`src/rtl/shl_iter_32.sv`:
```
// Multi-cycle logical left shifter: one binary stage per clock (16, 8, 4, 2, 1),
// with valid/ready on both sides and a flag for any 1 bit shifted out of the top.
module shl_iter_32 #(
  parameter int WIDTH = 32,
  localparam int SHW = $clog2(WIDTH)
) (
  input  logic             clk,
  input  logic             rst_n,
  input  logic             in_valid,
  output logic             in_ready,
  input  logic [WIDTH-1:0] in_data,
  input  logic [SHW-1:0]   in_amt,
  output logic             out_valid,
  input  logic             out_ready,
  output logic [WIDTH-1:0] out_data,
  output logic             out_lost,
  output logic             busy
);

  localparam logic [1:0] IDLE  = 2'd0;
  localparam logic [1:0] SHIFT = 2'd1;
  localparam logic [1:0] DONE  = 2'd2;

  logic [1:0]       state;
  logic [WIDTH-1:0] data;
  logic [SHW-1:0]   amt;
  logic [SHW-1:0]   stage;
  logic             lost;
  logic [SHW-1:0]   s;
  logic [WIDTH-1:0] top_mask;

  // s = 2**stage never exceeds WIDTH/2, so it fits in SHW bits.
  assign s        = SHW'(1) << stage;
  assign top_mask = ~({WIDTH{1'b1}} >> s);

  always_ff @(posedge clk or negedge rst_n) begin
    if (!rst_n) begin
      state <= IDLE;
      data  <= '0;
      amt   <= '0;
      stage <= '0;
      lost  <= 1'b0;
    end else begin
      case (state)
        IDLE: begin
          if (in_valid) begin
            data  <= in_data;
            amt   <= in_amt;
            lost  <= 1'b0;
            stage <= SHW'(SHW - 1);
            state <= SHIFT;
          end
        end
        SHIFT: begin
          if (amt[stage]) begin
            data <= data << s;
            lost <= lost | (|(data & top_mask));
          end
          // Every amount walks all stages so latency is constant.
          if (stage == '0) state <= DONE;
          else             stage <= stage - SHW'(1);
        end
        DONE: begin
          if (out_ready) state <= IDLE;
        end
        default: state <= IDLE;
      endcase
    end
  end

  assign in_ready  = (state == IDLE);
  assign out_valid = (state == DONE);
  assign busy      = (state != IDLE);
  assign out_data  = data;
  assign out_lost  = lost;

endmodule
```
`config.mk`:
```
export PLATFORM = sky130hd
export DESIGN_NAME = shl_iter_32
export DESIGN_NICKNAME = d
export VERILOG_FILES = /design/src/rtl/shl_iter_32.sv
export SDC_FILE = /design/constraint.sdc
export NUM_CORES = 1
export LEC_CHECK = 0
export CAP_MARGIN = 20
export CORE_MARGIN = 2
export CORE_UTILIZATION = 52
export CTS_BUF_LIST = sky130_fd_sc_hd__clkbuf_16
export CTS_CLUSTER_SIZE = 20
export DETAILED_ROUTE_END_ITERATION = 12
export GPL_ROUTABILITY_DRIVEN = 0
export PLACE_DENSITY = 0.78
export SLEW_MARGIN = 0
export SYNTH_ARGS = -nofsm -noshare
export SYNTH_HDL_FRONTEND = slang
export SYNTH_SLANG_ARGS = --single-unit
```
`constraint.sdc`:
```
create_clock -name clk -period 2.7 [get_ports clk]
set_clock_uncertainty 0.2 [all_clocks]
set_input_delay 0.54 -clock clk [delete_from_list [all_inputs] [get_ports clk]]
set_output_delay 0.54 -clock clk [all_outputs]
set_load 0.01 [all_outputs]
```
==> impl_metrics.ini, run 1 <==
[status]
status = completed

[synth]
synth.cell_area_mm2 = 0.00363
synth-edff-count = 0
syn_nets = 473
synth_top_cell_by_area = dfrtp_1
avgSynthCellArea_um2 = 8.43
syn_inst = 430
synth.most_common_cell = nand2_1
async_reset_ff_share_pct = 100
netlist.area_leader.share_pct = 31.1
netlist_top_cells_count = nand2_1, dfrtp_1, nor2_1, o21ai_0, mux2i_1
ys_ff_latch = 45
yosys_warnings = 0
synthFlopType = dfrtp_1
synth.area.top_cells = dfrtp_1, mux2i_1, nand2_1
synth_cell_types = 64
synth-seq-area-share_pct = 31.1

[sta]
slew_headroom_pct = 56.4
period_share_pct = 92.8
final.setup.tns_ns = 0
fin_crit_ns = 2.50
max_freq_mhz = 399
hold_viol_final = 0
maxSlewViolCount = 0
setup_viol = 0
worst_pin_slew_ns = 0.654
rsz0062_at_grt = no
layout_setup_ws_ns = 0.196

[clocking]
cts_root_buffer = clkbuf_16
cts.sinks = 45
cts_resized = 0
clk_pin_slew_ns = 0.07
htree_levels = 2
cts_buffers = 5
ctsHoldBuffers = 0
cts_tree = yes
clock_path_buffers = 2
cts_setup_buffers = 0
clock_latency_ns = 0.30

[worst_setup_path]
start_kind = register
r2r_setup_slack_ns = 0.20
cp_data_required_time_ns = 2.69
critPathArrivalTime_ns = 2.49
critPathKind = register to register
cp_max_fo = 16
crit_path_end_kind = register

[layout]
drive_gt1_share_pct = 13.3
syn_to_final_growth_pct = 28.1
fin_nets = 545
fin_cells = 583
final_util_pct = 68.7
multi_input_area_mm2 = 0.00228
antenna_cells = 0
nFillCells = 567
seq_area_mm2 = 0.00113

[routing]
drt-vias-per-instance = 7.09
vias = 4134
wl_per_cell_um = 21.9
drtIter0Drc = 717
ant_nets = 0
dr.pass1.iters = 7
wl_um = 12800
drc = 0

[die]
io_pins = 77
core_mm2 = 0.00676
die_width_um = 87.5
die-area_mm2 = 0.00766
rows = 30
die_y_um = 87.5
start_util_pct = 53.7

[place]
hpwl_um = 8980
io_buffer_count = 76
place_ws_ns = 0.229
dpl.cell_count = 575

[global_routing]
antenna_found_initial = 0
grt_pass1_wl_um = 20300
grt_max_degree = 27
grt_usage_pct = 34.5
grt_pass1_vias = 3951
grt_overflow = 0

[pwr]
peakVddDrop_mv = 0.709
powerDensity_mw_per_mm2 = 1480
p_leak_nw = 1.88
total_power_w = 0.00689

[job]
max_cap_violations = 0

[hold_path]
hold_class = input port to asynchronous set/reset pin
## area by class of cell
cell class / instances / share of cell area [%]
Sequential cell: 45 / 24.3
Clock inverter: 3 / 0.296
Clock buffer: 5 / 2.69
Tap cell: 80 / 2.16
Inverter: 11 / 0.889
Timing Repair Buffer: 103 / 20.6
Multi-Input combinational cell: 336 / 49.0
## per-layer routing
metal  routed length (µm)  share of wire [%]  track usage (%)  vias up
li1                     -                  -                -     1770
met5                    0                  0                0        -
met1                 4800                 38             46.2     1885
met3                 1750                 14             8.44      109
met4                  858                6.7             21.1        0
met2                 5380                 42             50.3      370
## final timing paths
path	end	startpoint	cells past startpoint
setup / recovery	out_data[17]$_DFFE_PN0P_	stage[2]$_DFFE_PN0P_	7
hold / removal	out_data[29]$_DFFE_PN0P_	rst_n	1
setup reg to reg	out_data[17]$_DFFE_PN0P_	stage[2]$_DFFE_PN0P_	7
hold reg to reg	amt[1]$_DFFE_PN0P_	amt[1]$_DFFE_PN0P_	2
max in group asynchronous	out_data[14]$_DFFE_PN0P_	rst_n	2
min in group clk	amt[1]$_DFFE_PN0P_	amt[1]$_DFFE_PN0P_	2
## placed cells by master (no fill, tap or decap), types with 5 or more instances in the layout
cell,n
o21ai_0,33
nand2_1,50
a22oi_1,10
buf_4,27
nor4_1,13
o221ai_1,6
mux2_2,14
dfrtp_1,44
nor3_1,12
nor2_1,36
a211oi_1,9
o31ai_1,5
clkdlybuf4s50_1,75
a221oi_1,8
mux2i_1,29
nor2b_1,6
nand3_1,6
a21oi_1,19
inv_1,10
o2bb2ai_1,12
clkbuf_16,5
## state kept, by name, summed over array words and instances (netlist names)
name      cells
state         2
out_lost      1
out_data     32
stage         5
amt           5
## critical path, stage by stage (launching register included)
cell     delay, ns
dfrtp_1       0.52
nor4_2        0.31
buf_4         0.18
buf_4         0.22
mux2i_1       0.28
o32ai_1       0.12
a211o_1       0.31
mux2_4        0.25
## power breakdown
part           switching [W]  total (W)  internal (W)
sequential          0.000705    0.00171       0.00101
combinational        0.00248    0.00456       0.00208
clock               0.000276   0.000613      0.000337
## kinds of logic (layout without fill, tap and decap cells)
group,Yosys count,after routing,share of synthesized area [%]
AND/OR/NAND/NOR,144,144,18.8
AO/OA/AOI/OAI,140,140,27.4
buffers and inverters,49,122,6.31
multiplexers,48,48,15.3
flip-flops,45,45,31.1
adder cells (fa/ha/maj),2,2,0.690
XOR/XNOR,2,2,0.483
## through the flow
step                area, µm²  hold slack (ns)
global placement         4500            0.257
detailed placement       4500            0.265
finish                   4640           0.0653
global route             4640            0.102
CTS                      4640           0.0819
floorplan                3630           0.0444
No activity file was read; power rests on OpenSTA's default activity.
==> run 2: changes to the inputs <==
--- a/config.mk
+++ b/config.mk
@@ -6,13 +6,15 @@
 export NUM_CORES = 1
 export LEC_CHECK = 0
 export CAP_MARGIN = 20
+export CELL_PAD_IN_SITES_DETAIL_PLACEMENT = 1
+export CELL_PAD_IN_SITES_GLOBAL_PLACEMENT = 1
 export CORE_MARGIN = 2
-export CORE_UTILIZATION = 52
+export CORE_UTILIZATION = 38
 export CTS_BUF_LIST = sky130_fd_sc_hd__clkbuf_16
 export CTS_CLUSTER_SIZE = 20
 export DETAILED_ROUTE_END_ITERATION = 12
 export GPL_ROUTABILITY_DRIVEN = 0
-export PLACE_DENSITY = 0.78
+export PLACE_DENSITY = 0.77
 export SLEW_MARGIN = 0
 export SYNTH_ARGS = -nofsm -noshare
 export SYNTH_HDL_FRONTEND = slang
==> run 2 against run 1 <==
  * Design area rose by 1.3%
  * Sequential share of layout area down 0.30 points
  * Critical path type unchanged
  * Count of clock-buffer cells in the layout unchanged
  * Flip-flop and latch count is the same
  * Register-to-register slack got worse by 0.08 ns
  * Global-route usage fell by 6.4 points
  * Combinational power about the same
  * Critical endpoint is now out_data[19]$_DFFE_PN0P_
  * Via count decreased by 5.2%
  * Final cell count increased by 7.7%
==> impl_metrics.ini, run 2 (same netlist as run 1, synthesis figures left out) <==
[place]
dpl.cell_count = 620
io_buffer_count = 76
placed_area_mm2 = 0.00455
place_ws_ns = 0.0404
hpwl_um = 10300

[worst_setup_path]
critPathArrivalTime_ns = 2.55
crit_path_end_kind = register
critPathKind = register to register
start_kind = register
cp_max_fo = 19
ff2ff_path_depth = 6
cp_data_required_time_ns = 2.66

[pwr]
total_power_w = 0.00694
p_leak_nw = 1.86
peakVddDrop_mv = 0.639
power_switching_w = 0.00352
p_comb_share_pct = 65.7
power.clock.fraction_pct = 9.0
p_int_w = 0.00341
powerDensity_mw_per_mm2 = 1480
seqPwrFrac_pct = 25.3
sw_frac_of_total_pct = 50.8

[sta]
maxSlewViolCount = 0
slew_headroom_pct = 53.2
hold_viol_final = 0
period_share_pct = 95.9
worst_pin_slew_ns = 0.697
fin_crit_ns = 2.59
layout_setup_ws_ns = 0.112
holdWs_ns = 0.0787
setup_viol = 0
max_freq_mhz = 386
rsz0062_at_grt = yes

[routing]
wl_um = 14100
dr.pass1.iters = 5
ant_nets = 0
vias = 3920
drt-vias-per-instance = 6.24
drc = 0
drtIter0Drc = 330
wl_per_cell_um = 22.5

[layout]
final_cell_mix = clkdlybuf4s50_1, nand2_1, dfrtp_1
fin_cells = 628
final_common_cell = clkdlybuf4s50_1
antenna_cells = 0
drive_gt1_share_pct = 13.0
syn_to_final_growth_pct = 29.7
stdcell_area_mm2 = 0.00470
fin_nets = 541
largest_reg_flops = 32

[clocking]
cts.sinks = 45
cts_buffers = 5
clock_latency_ns = 0.29
ctsHoldBuffers = 0
clk_pin_slew_ns = 0.07
clock_path_buffers = 2
cts_setup_buffers = 0
cts_tree = yes
cts_root_buffer = clkbuf_16
htree_levels = 2

[hold_path]
hold_class = input port to asynchronous set/reset pin

[die]
die_width_um = 102
rows = 35
io_pins = 77
core_mm2 = 0.00924
start_util_pct = 39.2
die-area_mm2 = 0.0103
die_y_um = 102

[global_routing]
antenna_found_initial = 0
grt_pass1_wl_um = 22400
grt_usage_pct = 28.1
grt_max_degree = 30
grt_pass1_vias = 3987
grt_overflow = 0

[job]
max_cap_violations = 0

[status]
status = completed
run 2: cell count changes in the layout (fill, tap and decap cells not counted), sizes merged:
cell	previous run	this run
buf	28	24
clkinv	3	4
inv	11	10
run 2: timing repair:
item                       in CTS  in global routing
pin swaps                       0                  0
gates resized for setup         1                  2
setup endpoints to repair       1                  2
run 2: stage by stage:
| stage | setup TNS (ns) | util, % |
|---|---|---|
| 6_report | 0 | 50.9 |
| 5_1_grt | -0.0619 | 50.9 |
| 4_1_cts | 0 | 50.8 |
| 3_5_place_dp | 0 | 49.2 |
| 3_3_place_gp | 0 | 49.2 |
| 2_1_floorplan | 0 | - |
run 2: worst paths after layout:
| kind | start | end | slack, ns |
|---|---|---|---|
| setup / recovery | stage[2]$_DFFE_PN0P_ | out_data[19]$_DFFE_PN0P_ | 0.11 |
| hold / removal | rst_n | out_data[29]$_DFFE_PN0P_ | 0.08 |
| max in group asynchronous | rst_n | out_data[27]$_DFFE_PN0P_ | 1.50 |
| hold reg to reg | amt[2]$_DFFE_PN0P_ | amt[2]$_DFFE_PN0P_ | 0.28 |
| min in group clk | amt[2]$_DFFE_PN0P_ | amt[2]$_DFFE_PN0P_ | 0.28 |
| setup reg to reg | stage[2]$_DFFE_PN0P_ | out_data[19]$_DFFE_PN0P_ | 0.11 |
run 2: worst max-delay path, stage by stage, from the launching register on:
cell       delay (ns)
dfrtp_1          0.58
nor4_2           0.44
buf_12           0.21
mux2i_1          0.30
nor2_1           0.12
a2111oi_2        0.47
o31ai_1          0.13
run 2: layout make-up:
class / instances / area, µm²
clock buffers: 5 / 125
clock inverters: 3 / 17.5
fillers: 1093 / 4540
inverters: 11 / 41.3
multi-input cells: 336 / 2290
flip-flops and latches: 45 / 1130
well taps: 129 / 161
repair buffers: 99 / 941
run 2: power groups by stage:
| stage | sequential, W | clock, W | combinational [W] |
|---|---|---|---|
| 2_1_floorplan | 0.00146 | 0 | 0.00297 |
| 3_3_place_gp | 0.00173 | 0 | 0.00436 |
| 3_5_place_dp | 0.00174 | 0 | 0.00446 |
| 4_1_cts | 0.00173 | 0.000629 | 0.00449 |
| 5_1_grt | 0.00180 | 0.000658 | 0.00492 |
| 6_report | 0.00176 | 0.000623 | 0.00456 |
run 2: layer usage:
layer,GRT usage (%),wire length [µm]
met5,0,0
met4,7.80,204
met3,4.69,1040
met2,44.7,6670
met1,39.5,6210
==> run 3: changes to the inputs <==
--- a/config.mk
+++ b/config.mk
@@ -5,6 +5,7 @@
 export SDC_FILE = /design/constraint.sdc
 export NUM_CORES = 1
 export LEC_CHECK = 0
+export ABC_CLOCK_PERIOD_IN_PS = 2700
 export CAP_MARGIN = 20
 export CELL_PAD_IN_SITES_DETAIL_PLACEMENT = 1
 export CELL_PAD_IN_SITES_GLOBAL_PLACEMENT = 1
==> results of run 3 <==
The final DEF is identical to that of run 2; final timing and power are the same.
